$ cat config.mk
export PLATFORM = sky130hd
export DESIGN_NAME = fpga_uart_harness
export DESIGN_NICKNAME = d
export VERILOG_FILES = /design/src/rtl/fpga_harness_pkg.sv /design/src/rtl/uart_8n1.sv /design/src/rtl/fpga_uart_harness.sv
export SDC_FILE = /design/constraint.sdc
export NUM_CORES = 1
export LEC_CHECK = 0
export ABC_CLOCK_PERIOD_IN_PS = 2500
export CAP_MARGIN = 20
export CORE_ASPECT_RATIO = 0.75
export CORE_UTILIZATION = 45
export DETAILED_ROUTE_END_ITERATION = 8
export DONT_BUFFER_PORTS = 1
export SYNTH_ARGS = -nofsm -noshare
export SYNTH_HDL_FRONTEND = slang
export SYNTH_SLANG_ARGS = --single-unit
$ cat constraint.sdc
create_clock -name CLK -period 2.5 [get_ports CLK]
set_clock_uncertainty 0.2 [all_clocks]
set_input_delay 0.375 -clock CLK [delete_from_list [all_inputs] [get_ports CLK]]
set_output_delay 0.375 -clock CLK [all_outputs]
set_load 0.005 [all_outputs]
$ cat src/rtl/fpga_harness_pkg.sv
// Shared opcodes, reset constants and state encodings for the UART bring-up harness.
package fpga_harness_pkg;

    localparam logic [7:0] OP_INPUTS = 8'h49;
    localparam logic [7:0] OP_INDEX  = 8'h50;
    localparam logic [7:0] OP_MODE   = 8'h4D;
    localparam logic [7:0] OP_READ   = 8'h52;
    localparam logic [7:0] OP_CLEAR  = 8'h43;

    localparam logic [1:0] SCAN_MODE_RESET = 2'b10;

    typedef enum logic [1:0] {
        DEC_IDLE,
        DEC_ARG1,
        DEC_ARG2
    } dec_state_t;

    typedef enum logic [1:0] {
        TGT_INPUTS,
        TGT_INDEX,
        TGT_MODE
    } arg_target_t;

    typedef enum logic [1:0] {
        RX_IDLE,
        RX_START,
        RX_DATA,
        RX_STOP
    } rx_state_t;

endpackage

$ cat src/rtl/uart_8n1.sv
// 8N1 UART receive and transmit engines sharing one bit period of DIV clocks.
module uart_8n1
    import fpga_harness_pkg::*;
#(
    parameter int DIV = 104
) (
    input  logic       clk,
    input  logic       reset,
    input  logic       rx,
    input  logic       tx_start,
    input  logic [7:0] tx_data,
    output logic       rx_valid,
    output logic [7:0] rx_data,
    output logic       rx_frame_err,
    output logic       tx_busy,
    output logic       tx
);

    localparam int CW = $clog2(DIV) + 1;
    localparam logic [CW-1:0] BIT_LAST  = CW'(DIV - 1);
    localparam logic [CW-1:0] HALF_LAST = CW'(DIV / 2 - 1);

    logic          rx_meta, rx_sync, rx_prev;
    rx_state_t     rx_state, rx_next;
    logic [CW-1:0] rx_cnt;
    logic [2:0]    rx_bit;
    logic [7:0]    rx_shift;
    logic          half_hit, bit_hit;

    logic [9:0]    tx_shift;
    logic [CW-1:0] tx_cnt;
    logic [3:0]    tx_bit;

    assign half_hit = (rx_cnt == HALF_LAST);
    assign bit_hit  = (rx_cnt == BIT_LAST);
    assign rx_data  = rx_shift;

    always_ff @(posedge clk) begin
        // NOTE: sequential state uses <= so every flop samples pre-edge values.
        if (reset) begin
            rx_meta  <= 1'b1;
            rx_sync  <= 1'b1;
            rx_prev  <= 1'b1;
            rx_state <= RX_IDLE;
        end else begin
            rx_meta  <= rx;
            rx_sync  <= rx_meta;
            rx_prev  <= rx_sync;
            rx_state <= rx_next;
        end
    end

    always_comb begin
        rx_next = rx_state;
        case (rx_state)
            RX_IDLE:  if (rx_prev && !rx_sync) rx_next = RX_START;
            RX_START: if (half_hit) rx_next = rx_sync ? RX_IDLE : RX_DATA;
            RX_DATA:  if (bit_hit && rx_bit == 3'd7) rx_next = RX_STOP;
            RX_STOP:  if (bit_hit) rx_next = RX_IDLE;
            default:  rx_next = RX_IDLE;
        endcase
    end

    always_ff @(posedge clk) begin
        if (reset) begin
            rx_cnt       <= '0;
            rx_bit       <= '0;
            rx_shift     <= '0;
            rx_valid     <= 1'b0;
            rx_frame_err <= 1'b0;
        end else begin
            rx_valid     <= 1'b0;
            rx_frame_err <= 1'b0;
            if (rx_state == RX_IDLE || rx_next != rx_state || (rx_state != RX_START && bit_hit))
                rx_cnt <= '0;
            else
                rx_cnt <= rx_cnt + 1'b1;
            if (rx_state == RX_START)
                rx_bit <= '0;
            if (rx_state == RX_DATA && bit_hit) begin
                rx_shift <= {rx_sync, rx_shift[7:1]};
                rx_bit   <= rx_bit + 1'b1;
            end
            if (rx_state == RX_STOP && bit_hit) begin
                rx_valid     <= rx_sync;
                rx_frame_err <= !rx_sync;
            end
        end
    end

    // Frame is shifted out LSB first; ones shift in so the line rests high.
    always_ff @(posedge clk) begin
        if (reset) begin
            tx_busy  <= 1'b0;
            tx_shift <= '1;
            tx_cnt   <= '0;
            tx_bit   <= '0;
        end else if (!tx_busy) begin
            if (tx_start) begin
                tx_shift <= {1'b1, tx_data, 1'b0};
                tx_busy  <= 1'b1;
                tx_cnt   <= '0;
                tx_bit   <= '0;
            end
        end else if (tx_cnt == BIT_LAST) begin
            tx_cnt   <= '0;
            tx_shift <= {1'b1, tx_shift[9:1]};
            if (tx_bit == 4'd9)
                tx_busy <= 1'b0;
            else
                tx_bit <= tx_bit + 1'b1;
        end else begin
            tx_cnt <= tx_cnt + 1'b1;
        end
    end

    assign tx = tx_busy ? tx_shift[0] : 1'b1;

endmodule

$ cat src/rtl/fpga_uart_harness.sv
// UART command decoder driving project selection/inputs and reporting project outputs on TX.
module fpga_uart_harness
    import fpga_harness_pkg::*;
#(
    parameter int CLK_HZ      = 12000000,
    parameter int BAUD        = 115200,
    parameter int IN_W        = 8,
    parameter int OUT_W       = 8,
    parameter int IDX_W       = 9,
    parameter int TIMEOUT_CYC = 1200000
) (
    input  logic             CLK,
    input  logic             RESET,
    input  logic             RX,
    output logic             TX,
    input  logic [OUT_W-1:0] io_out_i,
    input  logic             ready_i,
    output logic [IN_W-1:0]  proj_inputs,
    output logic [IDX_W-1:0] proj_index,
    output logic [1:0]       scan_mode,
    output logic             dbg_clk,
    output logic             err_led,
    output logic             act_led
);

    localparam int DIV = CLK_HZ / BAUD;
    localparam int TW  = $clog2(TIMEOUT_CYC + 1);
    localparam logic [TW-1:0] TO_LAST = TW'(TIMEOUT_CYC - 1);

    logic             rx_valid, rx_frame_err, tx_start, tx_busy;
    logic [7:0]       rx_data;

    dec_state_t       state, next_state;
    arg_target_t      target, next_target;
    logic [TW-1:0]    to_cnt;
    logic             timeout;
    logic             wr_inputs, wr_index, wr_mode, cap_lo;
    logic             rd_req, clr_err, set_err, accept;
    logic [7:0]       idx_lo;
    logic [15:0]      idx_full;
    logic             auto_en;

    logic [OUT_W-1:0] io_meta, io_sync, last_rep;
    logic             rdy_meta, rdy_sync;
    logic [7:0]       rpt_byte, pend_data;
    logic             rpt_req, pend_valid;

    uart_8n1 #(.DIV(DIV)) u_uart (
        .clk          (CLK),
        .reset        (RESET),
        .rx           (RX),
        .tx_start     (tx_start),
        .tx_data      (pend_data),
        .rx_valid     (rx_valid),
        .rx_data      (rx_data),
        .rx_frame_err (rx_frame_err),
        .tx_busy      (tx_busy),
        .tx           (TX)
    );

    always_ff @(posedge CLK) begin
        if (RESET) begin
            state  <= DEC_IDLE;
            target <= TGT_INPUTS;
            to_cnt <= '0;
        end else begin
            state  <= next_state;
            target <= next_target;
            to_cnt <= (rx_valid || state == DEC_IDLE) ? '0 : to_cnt + 1'b1;
        end
    end

    assign timeout = (state != DEC_IDLE) && (to_cnt == TO_LAST);

    always_comb begin
        // NOTE: every output gets a default first so no latch is inferred.
        next_state  = state;
        next_target = target;
        wr_inputs   = 1'b0;
        wr_index    = 1'b0;
        wr_mode     = 1'b0;
        cap_lo      = 1'b0;
        rd_req      = 1'b0;
        clr_err     = 1'b0;
        set_err     = 1'b0;
        accept      = 1'b0;
        case (state)
            DEC_IDLE: if (rx_valid) begin
                case (rx_data)
                    OP_INPUTS: begin next_state = DEC_ARG1; next_target = TGT_INPUTS; end
                    OP_INDEX:  begin next_state = DEC_ARG1; next_target = TGT_INDEX;  end
                    OP_MODE:   begin next_state = DEC_ARG1; next_target = TGT_MODE;   end
                    OP_READ:   begin rd_req  = 1'b1; accept = 1'b1; end
                    OP_CLEAR:  begin clr_err = 1'b1; accept = 1'b1; end
                    default:   set_err = 1'b1;
                endcase
            end
            DEC_ARG1: if (rx_valid) begin
                if (target == TGT_INDEX) begin
                    cap_lo     = 1'b1;
                    next_state = DEC_ARG2;
                end else begin
                    wr_inputs  = (target == TGT_INPUTS);
                    wr_mode    = (target == TGT_MODE);
                    accept     = 1'b1;
                    next_state = DEC_IDLE;
                end
            end else if (timeout) begin
                set_err    = 1'b1;
                next_state = DEC_IDLE;
            end
            DEC_ARG2: if (rx_valid) begin
                wr_index   = 1'b1;
                accept     = 1'b1;
                next_state = DEC_IDLE;
            end else if (timeout) begin
                set_err    = 1'b1;
                next_state = DEC_IDLE;
            end
            default: next_state = DEC_IDLE;
        endcase
    end

    assign idx_full = {rx_data, idx_lo};

    always_ff @(posedge CLK) begin
        if (RESET) begin
            proj_inputs <= '0;
            proj_index  <= '0;
            scan_mode   <= SCAN_MODE_RESET;
            dbg_clk     <= 1'b0;
            auto_en     <= 1'b0;
            idx_lo      <= '0;
            err_led     <= 1'b0;
            act_led     <= 1'b0;
        end else begin
            if (wr_inputs) proj_inputs <= rx_data[IN_W-1:0];
            if (cap_lo)    idx_lo      <= rx_data;
            if (wr_index)  proj_index  <= idx_full[IDX_W-1:0];
            if (wr_mode) begin
                scan_mode <= rx_data[1:0];
                dbg_clk   <= rx_data[2];
                auto_en   <= rx_data[3];
            end
            if (set_err || rx_frame_err) err_led <= 1'b1;
            else if (clr_err)            err_led <= 1'b0;
            if (accept) act_led <= !act_led;
        end
    end

    always_comb begin
        rpt_byte = '0;
        rpt_byte[OUT_W-1:0] = io_sync;
        if (OUT_W < 8) rpt_byte[7] = rdy_sync;
    end

    assign rpt_req  = rd_req || (auto_en && io_sync != last_rep);
    assign tx_start = pend_valid && !tx_busy;

    // While auto-report is off the baseline tracks the outputs, so enabling it never fires on stale history.
    always_ff @(posedge CLK) begin
        if (RESET) begin
            io_meta    <= '0;
            io_sync    <= '0;
            rdy_meta   <= 1'b0;
            rdy_sync   <= 1'b0;
            last_rep   <= '0;
            pend_valid <= 1'b0;
            pend_data  <= '0;
        end else begin
            io_meta  <= io_out_i;
            io_sync  <= io_meta;
            rdy_meta <= ready_i;
            rdy_sync <= rdy_meta;
            if (rpt_req || !auto_en) last_rep <= io_sync;
            if (rpt_req) begin
                pend_valid <= 1'b1;
                pend_data  <= rpt_byte;
            end else if (tx_start) begin
                pend_valid <= 1'b0;
            end
        end
    end

endmodule
# Word-level counts from Yosys, hierarchy flattened
# Cells that the tools add are included.
[totals]
ff_bits = 138
inputBits = 12
output_inout_bits = 23
word_cells = 160
[classes]
n_addsub = 5
n_eq_ne = 25
mux = 62
bitwise_logic = 1
n_reduce_logical = 38
[op_table]
columns = ["op", "count"]
rows = [
  ["$eq A8 B7 Y1 const B", 7],
  ["$mux W1", 34],
  ["$mux W10", 3],
  ["$mux W8", 3],
  ["$mux W2", 11],
  ["$add A21 B1 Y21 const B", 1],
  ["$eq A21 B21 Y1 const B", 1],
  ["$add A8 B1 Y8 const B", 2],
  ["$mux W4", 4],
  ["$pmux W2 S3", 2],
  ["$reduce_bool A2 Y1", 5],
  ["$reduce_or A2 Y1", 5],
  ["$eq A2 B2 Y1 const B", 4],
  ["$eq A8 B6 Y1 const B", 1],
  ["$logic_and A1 B1 Y1", 8],
  ["$ne A8 B8 Y1", 1],
  ["$pmux W2 S4", 1],
  ["$eq A2 B1 Y1 const B", 3],
  ["$logic_not A2 Y1", 3],
  ["$logic_or A1 B1 Y1", 6],
  ["$mux W3", 2],
  ["$ne A2 B2 Y1 const B", 3],
  ["$reduce_and A3 Y1", 2],
  ["$reduce_or A5 Y1", 1],
  ["other kinds (13)", 18],
]

# Depth between registers and ports, before layout
# Gate-level depths: netlist (run 1).
[depth]
word_depth = 8
ltp_mapped = 8
mapped_depth_nobuf = 6

# Hierarchy
# From an unflattened synthesis (run 1), not the netlist that was laid out.
[unflattened]
hier_cells = 681
area_unflattened_um2 = 6107.1
[by_module_without_submodules]
columns = ["mod", "n_inst", "cells_each", "area_each_um2", "seq_area_each_um2"]
rows = [
  ["fpga_uart_harness", 1, 440, 3901.2, 1781.7],
  ["uart_8n1", 1, 241, 2205.9, 960.9],
]

# Least setup slack after synthesis (run 1)
# No wires, ideal clock.
[synth_path]
path_type = "reg-to-reg"
start = "register state[0]"
end = "register act_led"
setup_ns = 0.134
t_arrival_ns = 1.690
path_slack_ns = 0.475
stages_incl_launch_ff = 7
cell_sequence = "dfxtp_1 -> inv_1 -> ha_1 -> clkbuf_1 -> inv_1 -> o311a_1 -> or4_1"
[synth_via]
elab_chain_len = 2
word_cells_on_any_way = 4
[synth_rtl]
columns = ["element", "line", "rtl"]
rows = [
  ["start: declaration", "fpga_uart_harness.sv:33", "dec_state_t state, next_state;"],
  ["start signal: assignment", "fpga_uart_harness.sv:67", "state <= next_state;"],
  ["$eq A2 B2 Y1, or another cell as far along", "fpga_uart_harness.sv:87", "case (state)"],
  ["$pmux W1 S3 (*)", "fpga_uart_harness.sv:87", ""],
  ["end signal: assignment", "fpga_uart_harness.sv:147", "if (accept) act_led <= !act_led;"],
  ["end: declaration", "fpga_uart_harness.sv:23", "output logic act_led"],
]
# Mark *: on every way between the ends. The rest lies on a longest branch, timed or not.
# A chain may end at the register's enable or synchronous reset.

# Worst setup path in the final report (run 1)
[layout_path]
start = "register state[1]"
end = "register pend_data[3]"
[layout_via]
elab_chain_len = 3
[layout_rtl]
columns = ["element", "line", "rtl"]
rows = [
  ["$logic_not A2 Y1", "fpga_uart_harness.sv:87", ""],
  ["$mux W1", "fpga_uart_harness.sv:87", ""],
  ["$logic_or A1 B1 Y1", "fpga_uart_harness.sv:157", "assign rpt_req = rd_req || (auto_en && io_sync != last_rep);"],
  ["end signal: assignment", "fpga_uart_harness.sv:178", "pend_data <= rpt_byte;"],
  ["end: declaration", "fpga_uart_harness.sv:45", "logic [7:0] rpt_byte, pend_data;"],
]
# Every way passes these cells.

==> impl_metrics.py, run 1 <==
metrics = {
    "outcome": {
        "status": "completed",
    },
    "route": {
        "routedWlPerCell_um": 15.0,
        "drc": 0,
        "drt-initial-drc-count": 245,
        "drt-pass1-iter-count": 4,
        "drt-vias-per-instance": 5.49,
        "dr_vias": 4540,
        "route.antenna.remaining_nets": 0,
        "drt-total-wl_um": 12400,
    },
    "logic_synthesis": {
        "post_synth.cell_area_avg_um2": 9.19,
        "cells_after_synthesis": 642,
        "ys_warn_count": 0,
        "synth_sequential_area_ratio_pct": 46.5,
        "synth_flop_cell": "sky130_fd_sc_hd__dfxtp_1",
        "postSynth.asyncResetShare_pct": 0,
        "syn-num-nets": 666,
        "flop_and_latch_count_out_of_synthesis": 137,
        "number_of_library_cell_types_mapped_by_synthesis": 65,
        "synth_enable_flop_cells": 0,
        "synth_area_um2": 5900,
    },
    "cts": {
        "cts_resized": 0,
        "clk_root_buffer_cell": "sky130_fd_sc_hd__clkbuf_16",
        "htreeDepth": 4,
        "cts_tree": "done",
        "clk_pin_slew_worst_paths_ns": 0.06,
        "cts.sinks": 137,
        "tritoncts_buffer_count": 17,
        "cts-root-to-sink-buffers": 2,
        "clock_insertion_delay_worst_skew_ns": 0.42,
    },
    "placed_design": {
        "place.port_buffers": 0,
        "postPlaceCellArea_um2": 6050,
        "place_worst_setup_slack_ns": 0.271,
        "gpl.final_weighted_congestion": 0.834,
        "place.detailed.hpwl_um": 8140,
    },
    "power": {
        "leakagePower_nw": 2.36,
        "ir_worst_vdd_mv": 0.543,
        "fin_total_pwr_mw": 4.79,
        "pwr_density_cell_nw_per_um2": 708,
    },
    "die": {
        "vert_die_dim_um": 101,
        "die_width_um": 134,
        "ios": 35,
        "die-area_um2": 13600,
        "floorplan.initialDensity_pct": 47.1,
        "std_cell_rows": 35,
        "core_um2": 12500,
    },
    "final_layout": {
        "final_design_area_no_fill_um2": 6760,
        "finalNetCount": 672,
        "layout-area-overhead-vs-synth_pct": 14.6,
        "antenna_cells_inserted": 0,
        "drive_gt1_share_pct": 10.3,
    },
    "grt": {
        "pin_count_of_the_biggest_net_entering_global_routing": 88,
        "grt-busiest-layer": "met2",
        "globalRoute.totalOverflow": 0,
        "grt_first_pass_wirelength_um": 21400,
        "grt_antenna_before_repair": 0,
        "met3_usage_pct": 5.46,
        "grt.met2_usage_pct": 29.3,
        "global_route.usage.met1_pct": 27.7,
        "globalRouteTotalUtil_pct": 19.9,
        "grt_pass1_vias": 4336,
    },
    "timing": {
        "drv_slew": 0,
        "max_slew_margin_pct": 60.3,
        "finalSetupViolations": 0,
        "finalCriticalPeriod_ns": 2.28,
        "hold_slack_ns": 0.0835,
        "postLayoutSetupSlackWorst_ns": 0.224,
        "worst_slew_pin_slew_ns": 0.593,
        "final_min_period_over_clock_period_pct": 91.0,
        "totalNegativeSetupSlack_ns": 0,
        "grt_setup_unrepaired": "no",
        "final-hold-violation-count": 0,
        "fmax_mhz": 439,
    },
    "worst_hold_path": {
        "hp-class": "input port to flop",
        "min-delay-start": "RESET",
    },
    "critical_path": {
        "worstSetupEndpointType": "flop",
        "crit_path_start_kind": "flop",
        "crit_type": "flop to flop",
        "required_time_at_the_endpoint_of_the_critical_path_ns": 2.59,
        "worstPathArrival_ns": 2.37,
        "cp_max_fo": 11,
        "worst_r2r_startpoint": "state[1]$_SDFFE_PP0P_",
        "worst_setup_path_start": "state[1]$_SDFFE_PP0P_",
    },
    "flow_run": {
        "drv.max_cap_violation_count": 0,
    },
}
## repair_timing
item / CTS / global route
hold endpoints to repair: 95 / 0
hold buffers: 11 / 0
buffers inserted: 0 / 0
## layer usage
metal	vias up	share of wire (%)	wire length (um)
met4	0	0.76	94
li1	2297	-	-
met2	98	43	5310
met1	2137	51	6320
met5	-	0	0
met3	8	5.4	669
## synthesized netlist by cell type (all sizes together), types with 4 or more instances
library cell,instances,share of area (%)
xor2,4,0.59
o211ai,13,1.7
nand4,11,1.3
or2,7,0.74
clkbuf,22,1.4
a21oi,36,3.1
ha,12,2.5
nand3,40,3.5
dfxtp,137,46
or4,5,0.64
nor3,10,1.2
nor2,55,3.5
a31oi,6,0.89
nand3b,5,0.64
mux2i,30,5.1
nand2,66,4.2
or3,9,0.95
mux2,7,1.3
nor2b,26,2.8
nor4,7,0.74
inv,16,1.0
nor4b,5,0.95
o21ai,10,0.85
nand2b,6,0.64
o2111ai,9,1.3
xnor2,21,3.1
and3,8,0.85
a311oi,4,0.59
and4,4,0.59
buf,12,0.87
## cells by family (layout without fill, tap and decap cells)
family / Yosys count / in the layout / share of synthesized area (%)
simple gates: 281 / 281 / 25.9
fa+ha+maj: 12 / 12 / 2.55
mux: 37 / 37 / 6.43
flops: 137 / 137 / 46.5
xor+xnor: 25 / 25 / 3.71
buf+inv: 50 / 69 / 3.29
compound gates: 100 / 100 / 11.6
## critical path: stages (launching register included)
cell and delay (ns):
sky130_fd_sc_hd__dfxtp_1 0.38, sky130_fd_sc_hd__inv_1 0.11, sky130_fd_sc_hd__ha_1 0.39, sky130_fd_sc_hd__and4bb_1 0.33, sky130_fd_sc_hd__nand4_1 0.40, sky130_fd_sc_hd__nand3_1 0.24
sky130_fd_sc_hd__o211ai_1 0.10
## state kept, by name, summed over array words and instances, names as in the netlist, 3 cells and up
name and count:
idx_lo 8, u_uart.tx_bit 4, last_rep 8, u_uart.tx_cnt 8, pend_data 8, u_uart.tx_shift 9, io_sync 8, io_meta 8
u_uart.rx_cnt 8, proj_index 9, to_cnt 21, proj_inputs 8, u_uart.rx_bit 3, u_uart.rx_data 8
## where the power goes
part	switching [mW]	internal, mW	total (mW)
Sequential	0.0198	2.21	2.23
Clock	1.05	1.41	2.46
Combinational	0.0567	0.0435	0.100
Total	1.13	3.66	4.79
## worst paths after layout
check / endpoint / depth (start not counted) / slack (ns)
hold reg to reg: u_uart.rx_sync$_SDFF_PP1_ / 1 / 0.22
setup / recovery: pend_data[3]$_SDFFE_PP0P_ / 6 / 0.22
hold / removal: u_uart.rx_cnt[1]$_SDFF_PP0_ / 2 / 0.08
setup reg to reg: pend_data[3]$_SDFFE_PP0P_ / 6 / 0.22
## final cells by class
class / instances / area (um^2)
clock inverters: 15 / 155
clock buffers: 17 / 425
fillers: 1117 / 5760
multi-input cells: 455 / 2970
inverters: 16 / 60.1
flip-flops and latches: 137 / 2740
well taps: 166 / 208
repair buffers: 21 / 203
## stage by stage
step	instances	util [%]
final	827	54.0
after CTS	827	54.0
after global routing	827	54.0
after detailed placement	784	48.3
after global placement	784	48.3
after floorplan	642	-
## cell usage in the layout (no fill, tap or decap), types with 5 or more instances in the layout
cell and count:
sky130_fd_sc_hd__a31oi_1 5, sky130_fd_sc_hd__clkbuf_16 17, sky130_fd_sc_hd__nand2_1 65, sky130_fd_sc_hd__nand3_1 39
sky130_fd_sc_hd__or4_1 5, sky130_fd_sc_hd__mux2_2 7, sky130_fd_sc_hd__dfxtp_1 137, sky130_fd_sc_hd__inv_1 16
sky130_fd_sc_hd__nand2b_1 6, sky130_fd_sc_hd__nand3b_1 5, sky130_fd_sc_hd__a21oi_1 35, sky130_fd_sc_hd__o211ai_1 12
sky130_fd_sc_hd__nor3_1 7, sky130_fd_sc_hd__buf_4 10, sky130_fd_sc_hd__o21ai_0 9, sky130_fd_sc_hd__nor2b_1 26
sky130_fd_sc_hd__mux2i_1 30, sky130_fd_sc_hd__dlygate4sd3_1 10, sky130_fd_sc_hd__xnor2_1 21, sky130_fd_sc_hd__nor4_1 6
sky130_fd_sc_hd__ha_1 12, sky130_fd_sc_hd__o2111ai_1 9, sky130_fd_sc_hd__and3_1 8, sky130_fd_sc_hd__or3_1 9
sky130_fd_sc_hd__inv_6 7, sky130_fd_sc_hd__nand4_1 10, sky130_fd_sc_hd__nor2_1 55
(Power assumes the default switching activity.)
==> run 2: changes to the inputs <==
--- a/config.mk
+++ b/config.mk
@@ -11,6 +11,7 @@
 export CORE_UTILIZATION = 45
 export DETAILED_ROUTE_END_ITERATION = 8
 export DONT_BUFFER_PORTS = 1
+export SKIP_CTS_REPAIR_TIMING = 1
 export SYNTH_ARGS = -nofsm -noshare
 export SYNTH_HDL_FRONTEND = slang
 export SYNTH_SLANG_ARGS = --single-unit
==> impl_metrics.py, run 2 (same netlist as run 1, synthesis figures left out) <==
metrics = {
    "outcome": {
        "status": "completed",
    },
    "power": {
        "pwr_density_cell_nw_per_um2": 709,
        "ir_worst_vdd_mv": 0.544,
        "leakagePower_nw": 2.35,
    },
    "placed_design": {
        "place.detailed.hpwl_um": 8140,
        "place.port_buffers": 0,
        "gpl.final_weighted_congestion": 0.834,
        "placed_cells_incl_taps": 784,
    },
    "cts": {
        "clk_root_buffer_cell": "sky130_fd_sc_hd__clkbuf_16",
        "htreeDepth": 4,
        "tritoncts_buffer_count": 17,
        "cts_tree": "done",
        "cts-root-to-sink-buffers": 2,
        "clk_pin_slew_worst_paths_ns": 0.06,
        "cts.sinks": 137,
        "clock_insertion_delay_worst_skew_ns": 0.42,
    },
    "timing": {
        "totalNegativeSetupSlack_ns": 0,
        "final-hold-violation-count": 0,
        "finalCriticalPeriod_ns": 2.28,
        "fmax_mhz": 439,
        "drv_slew": 0,
        "finalSetupViolations": 0,
        "max_slew_margin_pct": 60.0,
        "worst_slew_pin_slew_ns": 0.598,
        "final_min_period_over_clock_period_pct": 91.1,
        "hold_slack_ns": 0.00888,
        "grt_setup_unrepaired": "no",
    },
    "die": {
        "vert_die_dim_um": 101,
        "std_cell_rows": 35,
        "die-area_um2": 13600,
        "ios": 35,
        "core_um2": 12500,
        "die_width_um": 134,
        "floorplan.initialDensity_pct": 47.1,
    },
    "worst_hold_path": {
        "min-delay-start": "RESET",
        "sink_of_the_worst_hold_path": "to_cnt[18]$_SDFF_PP0_",
        "hp-class": "input port to flop",
        "worst_hold_path.num_cells": 3,
    },
    "critical_path": {
        "critical_path.top_delay_family": "simple AND/OR/NAND/NOR gates",
        "worstRegToRegCells": 6,
        "reg2reg_setup_slack_ns": 0.22,
        "critPathMaxStageDelay_ns": 0.40,
        "worstPathArrival_ns": 2.37,
        "crit_type": "flop to flop",
        "required_time_at_the_endpoint_of_the_critical_path_ns": 2.59,
        "critical_path_buf_inv_count": 1,
        "worstSetupEndpointType": "flop",
        "crit_path_top_delay_cell": "sky130_fd_sc_hd__nand4_1",
        "cp_max_fo": 11,
        "crit_chain": "inv_1, ha_1, and4bb_1, nand4_1, nand3_1, o211ai_1",
        "crit_path_start_kind": "flop",
        "reg2reg_to": "pend_data[3]$_SDFFE_PP0P_",
        "worst_r2r_startpoint": "state[1]$_SDFFE_PP0P_",
    },
    "grt": {
        "grt_pass1_vias": 4249,
        "grt_first_pass_wirelength_um": 21100,
        "pin_count_of_the_biggest_net_entering_global_routing": 93,
        "grt_antenna_before_repair": 0,
        "globalRouteTotalUtil_pct": 19.6,
        "globalRoute.totalOverflow": 0,
    },
    "route": {
        "drt-initial-drc-count": 224,
        "drt-pass1-iter-count": 5,
        "routedWlPerCell_um": 14.9,
        "drt-total-wl_um": 12300,
        "drc": 0,
        "route.antenna.remaining_nets": 0,
        "drt-vias-per-instance": 5.51,
        "dr_vias": 4553,
    },
    "final_layout": {
        "finalCoreUtilization_pct": 53.9,
        "drive_gt1_share_pct": 10.3,
        "finalNetCount": 671,
        "antenna_cells_inserted": 0,
        "multi_input_comb_area_um2": 2970,
        "layout.cells.most_common_list": "sky130_fd_sc_hd__dfxtp_1, sky130_fd_sc_hd__nand2_1, sky130_fd_sc_hd__nor2_1",
        "post_layout_nonfiller_instances": 826,
        "top_register": "to_cnt",
        "seq_area_um2": 2740,
        "layout-area-overhead-vs-synth_pct": 14.5,
        "reg_top3": "to_cnt x21, proj_index x9, u_uart.tx_shift x9",
        "layout.cells.most_common": "sky130_fd_sc_hd__dfxtp_1",
        "fillers": 1119,
        "largest_reg_flops": 21,
    },
    "flow_run": {
        "drv.max_cap_violation_count": 0,
    },
}
==> run 2: tightest hold or removal path, cell delays in order <==
cell,delay (ns)
sky130_fd_sc_hd__nor3_1,0.06
sky130_fd_sc_hd__nand2_1,0.08
sky130_fd_sc_hd__mux2i_1,0.06
==> run 2: how the worst max path moves through the flow <==
stage / start / endpoint / slack, ns / cells past startpoint
floorplan: state[0]$_SDFFE_PP0P_ / act_led$_SDFFE_PP0P_ / 0.48 / 6
detailed placement: state[1]$_SDFFE_PP0P_ / pend_data[3]$_SDFFE_PP0P_ / 0.27 / 6
finish: state[1]$_SDFFE_PP0P_ / pend_data[3]$_SDFFE_PP0P_ / 0.22 / 6
global placement: state[0]$_SDFFE_PP0P_ / pend_data[4]$_SDFFE_PP0P_ / 0.33 / 6
global route: state[1]$_SDFFE_PP0P_ / pend_data[3]$_SDFFE_PP0P_ / 0.07 / 6
CTS: state[1]$_SDFFE_PP0P_ / pend_data[6]$_SDFFE_PP0P_ / 0.24 / 6
==> run 2: stage by stage <==
stage | total power, mW | area, um^2 | setup slack [ns]
3_3_place_gp | 2.34 | 6050 | 0.326
3_5_place_dp | 2.34 | 6050 | 0.271
6_report | 4.79 | 6750 | 0.221
5_1_grt | 4.96 | 6750 | 0.0696
2_1_floorplan | 2.34 | 5900 | 0.475
4_1_cts | 4.81 | 6630 | 0.239
==> run 2: report_power, final <==
group          internal [mW]  switching [mW]
logic                 0.0424          0.0563
registers               2.21          0.0199
clock network           1.41            1.05
==> run 2: routing by layer <==
layer  vias to the layer above  GRT usage [%]  share of wire [%]
met3                        15           5.41                5.2
met5                         -              0                  0
met2                        95           28.9                 42
met1                      2148           27.4                 51
li1                       2295              -                  -
met4                         0           7.35                1.3
==> run 2: final cells by class <==
type                       instances  share of cell area [%]
clock buffer                      17                    6.30
clock inverter                    15                    2.30
inverter                          16                   0.890
multi-input combinational        455                    44.0
sequential                       137                    40.6
tap                              166                    3.08
timing repair buffer              20                    2.85
